`config.mk`:
```
export PLATFORM = sky130hd
export DESIGN_NAME = rsa_result_tx_flat
export DESIGN_NICKNAME = d
export VERILOG_FILES = /design/src/rtl/rsa_pkg.sv /design/src/rtl/rsa_result_tx_if.sv /design/src/rtl/sync_2ff.sv /design/src/rtl/rsa_result_tx.sv /design/src/flat_wrapper.sv
export SDC_FILE = /design/constraint.sdc
export NUM_CORES = 1
export LEC_CHECK = 0
export ABC_AREA = 1
export BUFFER_PORTS_ARGS = -buffer_cell sky130_fd_sc_hd__buf_2
export CORE_MARGIN = 10
export CORE_UTILIZATION = 52
export CTS_CLUSTER_SIZE = 40
export DETAILED_ROUTE_END_ITERATION = 16
export HOLD_SLACK_MARGIN = 0.03
export PLACE_DENSITY = 0.79
export SLEW_MARGIN = 10
export SYNTH_ARGS = -nofsm -noshare
export SYNTH_HDL_FRONTEND = slang
export SYNTH_HIERARCHICAL = 1
export SYNTH_SLANG_ARGS = --single-unit
export TNS_END_PERCENT = 30
```
`constraint.sdc`:
```
create_clock -name clk -period 1.6 [get_ports clk]
set_clock_uncertainty 0.05 [all_clocks]
set_input_delay 0.24 -clock clk [delete_from_list [all_inputs] [get_ports clk]]
set_output_delay 0.24 -clock clk [all_outputs]
set_load 0.005 [all_outputs]
```
`src/rtl/rsa_pkg.sv`:
```
// rtl/rsa_pkg.sv - shared types and helpers for the RSA host byte links
// Purpose : state encoding, byte width and index-width helper shared by the
//           result transmitter and the operand loader.
// Ports   : none (package).
package rsa_pkg;

  localparam int BYTE_W = 8;

  typedef enum logic [1:0] {
    IDLE     = 2'd0,
    PRESENT  = 2'd1,
    WAIT_LOW = 2'd2,
    DONE     = 2'd3
  } tx_state_e;

  // Width of a byte index over n_bytes bytes; never narrower than one bit.
  function automatic int idx_width(input int n_bytes);
    return (n_bytes <= 1) ? 1 : $clog2(n_bytes);
  endfunction

endpackage

```
`src/rtl/rsa_result_tx_if.sv`:
```
// rtl/rsa_result_tx_if.sv - core/host side signal bundle of the result transmitter
// Purpose : groups the start/result capture and the valid/ack byte handshake.
// Signals : start_i, result_i[WIDTH], ack_i   (towards the transmitter)
//           data_o[8], valid_o, busy_o, done_o, err_o (from the transmitter)
// Modports: master = core + host side, slave = transmitter.
interface rsa_result_tx_if
  import rsa_pkg::*;
#(
  parameter int WIDTH = 32
) ();

  logic              start_i;
  logic [WIDTH-1:0]  result_i;
  logic              ack_i;
  logic [BYTE_W-1:0] data_o;
  logic              valid_o;
  logic              busy_o;
  logic              done_o;
  logic              err_o;

  modport master (
    output start_i, result_i, ack_i,
    input  data_o, valid_o, busy_o, done_o, err_o
  );

  modport slave (
    input  start_i, result_i, ack_i,
    output data_o, valid_o, busy_o, done_o, err_o
  );

endinterface

```
`src/rtl/sync_2ff.sv`:
```
// rtl/sync_2ff.sv - two-flop synchroniser for a single asynchronous pin
// Purpose : brings an asynchronous level into the clk domain, 2 cycles latency.
// Ports   : clk, rst (sync, active-high, clears both flops to 0),
//           d_i (async input), q_o (synchronised output).
module sync_2ff (
  input  logic clk,
  input  logic rst,
  input  logic d_i,
  output logic q_o
);

  logic meta_q, meta_d;
  logic sync_q, sync_d;

  always_comb begin
    meta_d = d_i;
    sync_d = meta_q;
  end

  always_ff @(posedge clk) begin
    if (rst) begin
      meta_q <= 1'b0;
      sync_q <= 1'b0;
    end else begin
      meta_q <= meta_d;
      sync_q <= sync_d;
    end
  end

  assign q_o = sync_q;

endmodule

```
`src/rtl/rsa_result_tx.sv`:
```
// rtl/rsa_result_tx.sv - byte-serial transmitter of the RSA result word
// Purpose : captures a WIDTH-bit result on start and hands it to the host one
//           byte at a time, LSB first, under a four-phase valid/ack handshake.
// Ports   : clk, rst (sync, active-high)
//           bus (slave): start_i, result_i, ack_i in; data_o, valid_o,
//           busy_o, done_o, err_o out.
// Params  : WIDTH (multiple of 8, >= 8), TIMEOUT (cycles per phase, 0 = off).
module rsa_result_tx
  import rsa_pkg::*;
#(
  parameter int WIDTH   = 32,
  parameter int TIMEOUT = 0
) (
  input logic             clk,
  input logic             rst,
  rsa_result_tx_if.slave  bus
);

  localparam int BYTES = WIDTH / BYTE_W;
  localparam int IW    = idx_width(BYTES);
  localparam int TW    = (TIMEOUT > 1) ? $clog2(TIMEOUT) : 1;

  localparam logic [IW-1:0] LAST_IDX = IW'(BYTES - 1);
  // Timer value on the last allowed cycle of a phase; the abort happens on
  // the edge that would take the count to TIMEOUT.
  localparam logic [TW-1:0] TMAX     = TW'((TIMEOUT > 0) ? TIMEOUT - 1 : 0);

  logic ack_s;

  sync_2ff u_ack_sync (
    .clk (clk),
    .rst (rst),
    .d_i (bus.ack_i),
    .q_o (ack_s)
  );

  tx_state_e         state_q, state_d;
  logic [WIDTH-1:0]  shift_q, shift_d;
  logic [WIDTH-1:0]  shift_nx;
  logic [IW-1:0]     idx_q, idx_d;
  logic [TW-1:0]     timer_q, timer_d;
  logic [BYTE_W-1:0] data_q, data_d;
  logic              err_q, err_d;
  logic              timed_out;
  logic [TW-1:0]     timer_inc;

  always_comb begin
    state_d   = state_q;
    shift_d   = shift_q;
    idx_d     = idx_q;
    data_d    = data_q;
    err_d     = err_q;
    timer_d   = '0;
    shift_nx  = shift_q >> BYTE_W;
    timed_out = (TIMEOUT > 0) && (timer_q == TMAX);
    // With the timeout disabled the timer is parked at zero.
    timer_inc = (TIMEOUT > 0) ? timer_q + 1'b1 : '0;

    case (state_q)
      IDLE: begin
        if (bus.start_i) begin
          shift_d = bus.result_i;
          idx_d   = '0;
          err_d   = 1'b0;
          data_d  = bus.result_i[BYTE_W-1:0];
          state_d = PRESENT;
        end
      end
      PRESENT: begin
        if (ack_s) begin
          state_d = WAIT_LOW;
        end else if (timed_out) begin
          err_d   = 1'b1;
          data_d  = '0;
          state_d = IDLE;
        end else begin
          timer_d = timer_inc;
        end
      end
      WAIT_LOW: begin
        if (!ack_s) begin
          if (idx_q == LAST_IDX) begin
            state_d = DONE;
          end else begin
            // Next byte and valid rise together on the same edge.
            shift_d = shift_nx;
            idx_d   = idx_q + 1'b1;
            data_d  = shift_nx[BYTE_W-1:0];
            state_d = PRESENT;
          end
        end else if (timed_out) begin
          err_d   = 1'b1;
          data_d  = '0;
          state_d = IDLE;
        end else begin
          timer_d = timer_inc;
        end
      end
      DONE: begin
        data_d  = '0;
        state_d = IDLE;
      end
      default: begin
        data_d  = '0;
        state_d = IDLE;
      end
    endcase
  end

  always_ff @(posedge clk) begin
    if (rst) begin
      state_q <= IDLE;
      shift_q <= '0;
      idx_q   <= '0;
      timer_q <= '0;
      data_q  <= '0;
      err_q   <= 1'b0;
    end else begin
      state_q <= state_d;
      shift_q <= shift_d;
      idx_q   <= idx_d;
      timer_q <= timer_d;
      data_q  <= data_d;
      err_q   <= err_d;
    end
  end

  assign bus.data_o  = data_q;
  assign bus.valid_o = (state_q == PRESENT);
  assign bus.busy_o  = (state_q != IDLE);
  assign bus.done_o  = (state_q == DONE);
  assign bus.err_o   = err_q;

endmodule
```
`src/flat_wrapper.sv`:
```
// flat-port wrapper written by rule: the top's interface ports become plain ports
module rsa_result_tx_flat import rsa_pkg::*;
#(
  parameter int WIDTH   = 32,
  parameter int TIMEOUT = 0
)
  (clk, rst, bus_start_i, bus_result_i, bus_ack_i, bus_data_o, bus_valid_o, bus_busy_o, bus_done_o, bus_err_o);
  rsa_result_tx_if #(.WIDTH(WIDTH)) bus_i ();
  input logic clk;
  input logic rst;
  input wire logic [$bits(bus_i.start_i)-1:0] bus_start_i;
  input wire logic [$bits(bus_i.result_i)-1:0] bus_result_i;
  input wire logic [$bits(bus_i.ack_i)-1:0] bus_ack_i;
  output wire logic [$bits(bus_i.data_o)-1:0] bus_data_o;
  output wire logic [$bits(bus_i.valid_o)-1:0] bus_valid_o;
  output wire logic [$bits(bus_i.busy_o)-1:0] bus_busy_o;
  output wire logic [$bits(bus_i.done_o)-1:0] bus_done_o;
  output wire logic [$bits(bus_i.err_o)-1:0] bus_err_o;
  assign bus_i.start_i = bus_start_i;
  assign bus_i.result_i = bus_result_i;
  assign bus_i.ack_i = bus_ack_i;
  assign bus_data_o = bus_i.data_o;
  assign bus_valid_o = bus_i.valid_o;
  assign bus_busy_o = bus_i.busy_o;
  assign bus_done_o = bus_i.done_o;
  assign bus_err_o = bus_i.err_o;
  rsa_result_tx #(.WIDTH(WIDTH), .TIMEOUT(TIMEOUT)) u_core (.clk(clk), .rst(rst), .bus(bus_i));
endmodule
```
# Word level (Yosys, flattened, before mapping)
# Index checks and enable logic that the tools add are counted.
# word_totals
ff_bits,46
in_bits,36
elab_cells,39
# classes
n_addsub,1
n_eq_ne,8
mux,17
n_reduce_logical,7
# ops
op,count
$mux 32,3
$pmux 32 s2,1
$mux 8,3
$pmux 8 s3,1
$mux 2,7
$pmux 2 s4,1
$reduce_and 4->1,2
$eq 2x2->1 const B,3
$ne 2x2->1 const B,3
$pmux 2 s2,1
$reduce_bool 2->1,2
$reduce_and 3->1,1
$reduce_bool 3->1,1
$add 2x1->2 const B,1
$eq 2x1->1 const B,1
$logic_not 2->1,1
$ne 2x1->1 const B,1

# Logic depth before layout (Yosys ltp)
# Gate-level depths: netlist (run 1).
# depth
depth_word,4
depth_mapped,8
ltp_nobuf,7

# Cells and area by module
# Netlist (run 1), hierarchy kept.
# modules_own_cells
module,n_inst,cells_each,area_each_um2,seq_area_each_um2
rsa_result_tx,1,297,1816.7,720.7
sync_2ff,1,6,55.1,40.0

# Worst setup path before layout (run 1)
# OpenSTA, ideal clock, no wires.
# synth_timing
path_type,reg2reg
start,register u_core.idx_q[0]
end,register u_core.idx_q[0]
setup_ps,114
t_arrival_ps,1096
t_required_ps,1436
setup_slack_ps,341
stages_incl_launch_ff,7
n_path_buf,1
synth_period_minus_slack_ps,1259
path_cell_list,dfxtp_1 > ha_1 > a21oi_1 > nand3_2 > buf_2 > a21oi_1 > nor2_1
# synth_via
elab_chain_cells,4
word_cells_on_any_way,7
classes_between,add/sub: 1; eq/ne: 2; mux: 3; reduce/logical: 1
# synth_lines
item,line,text
from (decl),rsa_result_tx.sv:40,"logic [IW-1:0] idx_q, idx_d;"
from (signal assigned),rsa_result_tx.sv:121,idx_q <= idx_d;
$add 2x1->2,rsa_result_tx.sv:87,idx_d = idx_q + 1'b1;
$mux 2,rsa_result_tx.sv:82,if (idx_q == LAST_IDX) begin
$mux 2,rsa_result_tx.sv:81,if (!ack_s) begin
$pmux 2 s2,rsa_result_tx.sv:59,case (state_q)
# Several ways; a longest one is shown, not always the timed one. The select of a mux whose other input is x is not followed.
# A chain may end at the register's enable or synchronous reset.

# Worst setup path after layout (run 1)
# layout_timing
start,register u_core.state_q[1]
end,output bus_valid_o
# layout_via
elab_chain_cells,1
# layout_lines
item,line,text
from (decl),rsa_result_tx.sv:37,"tx_state_e state_q, state_d;"
from (signal assigned),rsa_result_tx.sv:119,state_q <= state_d;
$eq 2x1->1,rsa_result_tx.sv:129,assign bus.valid_o = (state_q == PRESENT);
to (decl),flat_wrapper.sv:15,output wire logic [$bits(bus_i.valid_o)-1:0] bus_valid_o;
# Every way passes these cells.

==> impl_metrics.py, run 1 <==
metrics = {
    "status": {
        "outcome": "completed",
    },
    "power": {
        "leakage_nw": 1.26,
        "p_switching_mw": 0.748,
        "comb_power_share_pct": 28.1,
        "peakVddDrop_uv": 598,
        "p_sw_share_pct": 32.4,
        "seqPwrFrac_pct": 48.9,
        "power_density_nw_per_um2": 1030,
        "power.share.clock_pct": 23.0,
        "p_int_mw": 1.56,
    },
    "global_route": {
        "grt_antenna_before_repair": 0,
        "grt_usage_pct": 13.1,
        "grt_pass1_wl_um": 6800,
        "grt_max_degree": 53,
        "grt_pass1_vias": 1650,
        "grt_overflow": 0,
    },
    "critical_path": {
        "cp_slowest_stage_delay_ns": 0.45,
        "path_max_fanout": 6,
        "cp-start-kind": "flop",
        "slowest_stage": "dfxtp_1",
        "crit_buf_inv": 3,
        "critPathTopFamily": "flip-flops",
        "cp-end-kind": "primary output",
        "crit_path_cell_trace": "inv_1 -> nand2_1 -> inv_1 -> buf_2",
        "critPathArrivalTime_ns": 1.18,
        "crit_required_ns": 1.31,
        "worstSetupPathType": "flop to primary output",
        "crit_top_cell": "inv_1",
    },
    "detailed_routing": {
        "via_per_inst": 4.45,
        "drt_pre_antenna_iters": 5,
        "wl_per_cell_um": 9.77,
        "routed_wirelength_um": 3870,
        "drc": 0,
        "dr.first_iter.drc_count": 76,
        "ant_nets": 0,
        "vias": 1762,
    },
    "finish": {
        "area_delta_synth_final_pct": 19.3,
        "drive_gt1_share_pct": 18.9,
        "layout.nets": 386,
        "diodes": 0,
    },
    "clock_tree": {
        "clock-root-buffer": "clkbuf_4",
        "cts_resized": 0,
        "cts_sinks": 38,
        "cts_buffer_depth": 2,
        "clkTransAtPathRegs_ns": 0.12,
        "clk_latency_ns": 0.34,
        "htree_levels": 2,
        "cts_tree": "yes",
        "numCtsBuffers": 5,
    },
    "timing": {
        "finalHoldViolCount": 0,
        "slew_viol_final": 0,
        "setup_viol": 0,
        "period_share_pct": 91.9,
        "hold_slack_ns": 0.0657,
        "min_period_ns": 1.47,
        "fmax_mhz": 680,
        "finalSetupTns_ns": 0,
        "rsz0062_at_grt": "false",
    },
    "floorplan": {
        "die_area_um2": 6400,
        "ios": 48,
        "die_height_um": 80.0,
        "rows": 21,
        "start_util_pct": 54.8,
        "die_x_um": 80.0,
        "coreArea_um2": 3420,
    },
    "yosys": {
        "synth_xor_xnor_area_share_pct": 0,
        "ys_types": 18,
        "synth_compound_gate_area_share_pct": 9.89,
        "synth_seq_area_share_pct": 40.6,
        "synth_mux_area_share_pct": 0,
        "yosys_warnings": 6,
        "syn-num-nets": 340,
        "yosys.area_share.simple_pct": 35.0,
        "synth_area_um2": 1870,
        "syn_inst": 303,
        "synth_area_per_cell_um2": 6.18,
        "synth_fa_ha_area_share_pct": 0.668,
        "synth_top_family_by_area": "simple AND/OR/NAND/NOR gates",
        "ys_seq_elements": 38,
    },
    "place": {
        "port_buffers": 46,
        "post-dp-hpwl_um": 2760,
        "gp_congestion": 0.800,
    },
    "run": {
        "cap_viol_max_count": 0,
    },
    "hold_path": {
        "hp-class": "input port to flop",
    },
}
-- placed cells by master (no fill, tap or decap), drive strengths merged --
master / Yosys / final
a21oi: 13 / 13
nand4: 1 / 1
ha: 1 / 1
conb: 1 / 1
inv: 43 / 43
nor2: 61 / 61
o21ai: 24 / 24
dlygate4sd3: 0 / 2
clkinv: 1 / 2
nand2: 98 / 98
clkinvlp: 0 / 1
clkbuf: 5 / 6
nand3: 6 / 6
buf: 11 / 53
dfxtp: 38 / 38
-- path summary, 6_finish.rpt --
kind | endpoint | start | cells past startpoint | slack, ns
setup / recovery | bus_valid_o | u_core/state_q[1] | 4 | 0.13
hold / removal | u_core/shift_q[28] | bus_result_i[28] | 3 | 0.07
setup reg to reg | u_core/shift_q[25] | u_core/idx_q[0] | 6 | 0.21
hold reg to reg | u_core/u_ack_sync/q_o | u_core/u_ack_sync/meta_q | 2 | 0.35
-- final cells by class --
| type | count | area, um2 |
|---|---|---|
| clock buffer | 6 | 51.3 |
| fill | 357 | 1180 |
| timing repair buffer | 55 | 328 |
| clock inverter | 2 | 12.5 |
| tap | 46 | 57.6 |
| inverter | 44 | 165 |
| sequential | 38 | 761 |
| multi-input combinational | 205 | 857 |
-- layer usage --
metal	wire length [um]	global-route usage, %
met1	1750	13.9
met5	0	0
met3	293	5.07
met4	82	7.39
met2	1740	21.7
-- cell usage after synthesis, drive strengths merged --
master	instances	area [um2]
o21ai	24	120
a21oi	13	65.1
nand3	6	45.0
nand2	98	368
buf	11	70.1
inv	43	161
conb	1	3.75
ha	1	12.5
dfxtp	38	761
nor2	61	236
clkbuf	5	18.8
nand4	1	6.26
clkinv	1	3.75
-- tightest hold or removal path, delay by kind of cell --
family                 cells  cell delay (ns)
AO/OA/AOI/OAI              1             0.05
buffers and inverters      1             0.07
AND/OR/NAND/NOR            1             0.07
-- metrics by stage --
step                util [%]  cells  setup slack [ns]  instance area (um2)  total power [mW]
global route            65.3    396            0.0190                 2230              2.51
global placement        62.3    385             0.254                 2130              1.76
CTS                     64.5    394             0.117                 2200              2.32
floorplan                  -    303             0.341                 1870              1.61
finish                  65.3    396             0.129                 2230              2.31
detailed placement      62.3    385             0.185                 2130              1.77
-- registers in the layout (all words and copies together) (netlist names) --
register,flops
u_core/bus.data_o,8
u_core/idx_q,2
u_core/shift_q,24
u_core/state_q,2
u_core/u_ack_sync/meta_q,1
u_core/u_ack_sync/q_o,1
-- logic make-up (layout without fill, tap and decap cells) --
| kind of cell | after synthesis | count (layout) |
|---|---|---|
| buffers and inverters | 60 | 107 |
| and+or+nand+nor | 166 | 166 |
| other | 1 | 1 |
| adders and majority gates | 1 | 1 |
| DFF | 38 | 38 |
| AOI/OAI and AO/OA | 37 | 37 |
-- power by group through the flow --
stage               clock (mW)  sequential (mW)  combinational, mW
floorplan                    0             1.15              0.468
finish                   0.531             1.13              0.650
CTS                      0.554             1.13              0.632
global placement             0             1.14              0.616
global route             0.595             1.14              0.779
detailed placement           0             1.15              0.623
-- what timing repair did --
item | in CTS | in global routing
endpoints found under the setup margin | 0 | 2
hold buffers | 1 | 1
endpoints found under the hold margin | 1 | 2
setup buffers | 0 | 1
Power figures use the tool's default switching activity.
==> run 2: changes to the inputs <==
CORE_UTILIZATION = 45   (was 52)
PLACE_DENSITY = 0.7   (was 0.79)
TNS_END_PERCENT = default   (was 30)
==> run 2 against run 1 <==
Effect of this change:
- count of clock-buffer cells in the layout is the same
- hold slack improved by 0.033 ns
- first-iteration DRC count is 17% higher
- critical endpoint is now u_core/bus.data_o[4]
- core utilization fell by 9.5 points
- power grew 5.6%
- setup slack improved by 0.066 ns
- critical path depth grew 3
==> impl_metrics.py, run 2 (same netlist as run 1, synthesis figures left out) <==
metrics = {
    "hold_path": {
        "min_from": "bus_ack_i",
        "hp-class": "input port to flop",
    },
    "global_route": {
        "grt_max_degree": 53,
        "grt_antenna_before_repair": 0,
        "grt_overflow": 0,
        "grt_pass1_wl_um": 6910,
        "grt_pass1_vias": 1618,
        "grt_usage_pct": 11.3,
    },
    "place": {
        "gp_congestion": 0.724,
        "post-dp-hpwl_um": 2720,
        "port_buffers": 46,
        "pre_cts_ws_ns": 0.215,
    },
    "timing": {
        "finalHoldViolCount": 0,
        "finalSetupTns_ns": 0,
        "setup_viol": 0,
        "layout_setup_ws_ns": 0.195,
        "min_period_ns": 1.41,
        "rsz0062_at_grt": "false",
        "slew_viol_final": 0,
        "fmax_mhz": 712,
        "period_share_pct": 87.8,
    },
    "critical_path": {
        "endpoint": "u_core/bus.data_o[4]",
        "crit_path_cell_trace": "inv_1 -> nand2_1 -> nand2_1 -> nor2_4 -> nand2_1 -> nand2_1 -> nor2_1",
        "r2r_end": "u_core/bus.data_o[4]",
        "cp-end-kind": "flop",
        "path_max_fanout": 16,
        "critPathArrivalTime_ns": 1.55,
        "crit_start": "u_core/state_q[1]",
        "cp_slowest_stage_delay_ns": 0.42,
        "cp-start-kind": "flop",
        "crit_top_cell": "nand2_1",
        "slowest_stage": "dfxtp_1",
        "reg2reg_depth": 7,
        "reg2reg_from": "u_core/state_q[1]",
        "worstSetupPathType": "flop to flop",
        "r2r_slack_ns": 0.19,
        "crit_required_ns": 1.74,
    },
    "power": {
        "total_power_mw": 2.44,
        "leakage_nw": 1.26,
        "peakVddDrop_uv": 548,
        "power_density_nw_per_um2": 1090,
    },
    "detailed_routing": {
        "vias": 1703,
        "drt_pre_antenna_iters": 4,
        "drc": 0,
        "dr.first_iter.drc_count": 89,
        "ant_nets": 0,
        "wl_per_cell_um": 9.84,
        "via_per_inst": 4.30,
        "routed_wirelength_um": 3900,
    },
    "floorplan": {
        "rows": 23,
        "start_util_pct": 46.8,
        "coreArea_um2": 4000,
        "die_area_um2": 7140,
        "die_x_um": 84.5,
        "ios": 48,
        "die_height_um": 84.5,
    },
    "clock_tree": {
        "clock-root-buffer": "clkbuf_8",
        "hold_buffers": 0,
        "cts_tree": "yes",
        "postCtsSetupRepairBufs": 0,
        "numCtsBuffers": 5,
        "cts_resized": 0,
        "cts_buffer_depth": 2,
        "htree_levels": 2,
        "clkTransAtPathRegs_ns": 0.07,
        "clk_latency_ns": 0.29,
        "cts_sinks": 38,
    },
    "finish": {
        "area_delta_synth_final_pct": 19.3,
        "multi_input_area_um2": 857,
        "diodes": 0,
        "final_common_cell": "nand2_1",
        "fill_cells": 443,
        "final_cell_mix": "98 x nand2_1, 60 x nor2_1, 46 x buf_2, 42 x inv_1, 38 x dfxtp_1",
        "drive_gt1_share_pct": 18.5,
        "largest_reg_flops": 24,
        "layout.nets": 382,
        "largest_register": "u_core/shift_q",
        "regArea_um2": 761,
    },
    "run": {
        "cap_viol_max_count": 0,
    },
    "status": {
        "outcome": "completed",
    },
}
[run 2: power breakdown]
group          switching [mW]  total (mW)  internal [mW]  leakage [nW]
Combinational           0.374       0.623          0.249         0.899
Sequential             0.0457        1.13           1.08         0.316
Clock                   0.342       0.688          0.346        0.0472
[run 2: worst min path at each step]
stage                                    end  slack (ns)  cells past startpoint
floorplan                  u_core/state_q[0]        0.26                      1
global placement       u_core/u_ack_sync/q_o        0.34                      2
detailed placement     u_core/u_ack_sync/q_o        0.35                      2
CTS                 u_core/u_ack_sync/meta_q        0.09                      3
global route        u_core/u_ack_sync/meta_q        0.11                      3
finish              u_core/u_ack_sync/meta_q         0.1                      3
[run 2: worst max-delay path: cells and delay by family (launching register included)]
| kind | cells | cell delay, ns |
|---|---|---|
| DFF | 1 | 0.42 |
| buffers and inverters | 1 | 0.12 |
| and+or+nand+nor | 6 | 0.71 |
[run 2: layout make-up]
class,count,area share [%]
clock inverters,2,0.560
flip-flops and latches,38,34.1
multi-input cells,205,38.4
inverters,44,7.39
well taps,50,2.80
repair buffers,51,13.1
clock buffers,6,3.70
[run 2: routing by layer]
layer  vias up  share of wire, %  track usage (%)
met5         -                 0                0
met4         0               1.8             5.39
met3         6               9.0             5.70
met2        41                43             18.0
met1       677                46             12.3
li1        979                 -                -
[run 2: through the flow]
| stage | hold WS [ns] | instances | area, um2 | util, % |
|---|---|---|---|---|
| final | 0.0983 | 396 | 2230 | 55.8 |
| after floorplan | 0.259 | 303 | 1870 | - |
| after global routing | 0.109 | 396 | 2230 | 55.8 |
| after global placement | 0.340 | 388 | 2140 | 53.5 |
| after CTS | 0.0906 | 396 | 2230 | 55.8 |
| after detailed placement | 0.345 | 388 | 2140 | 53.5 |
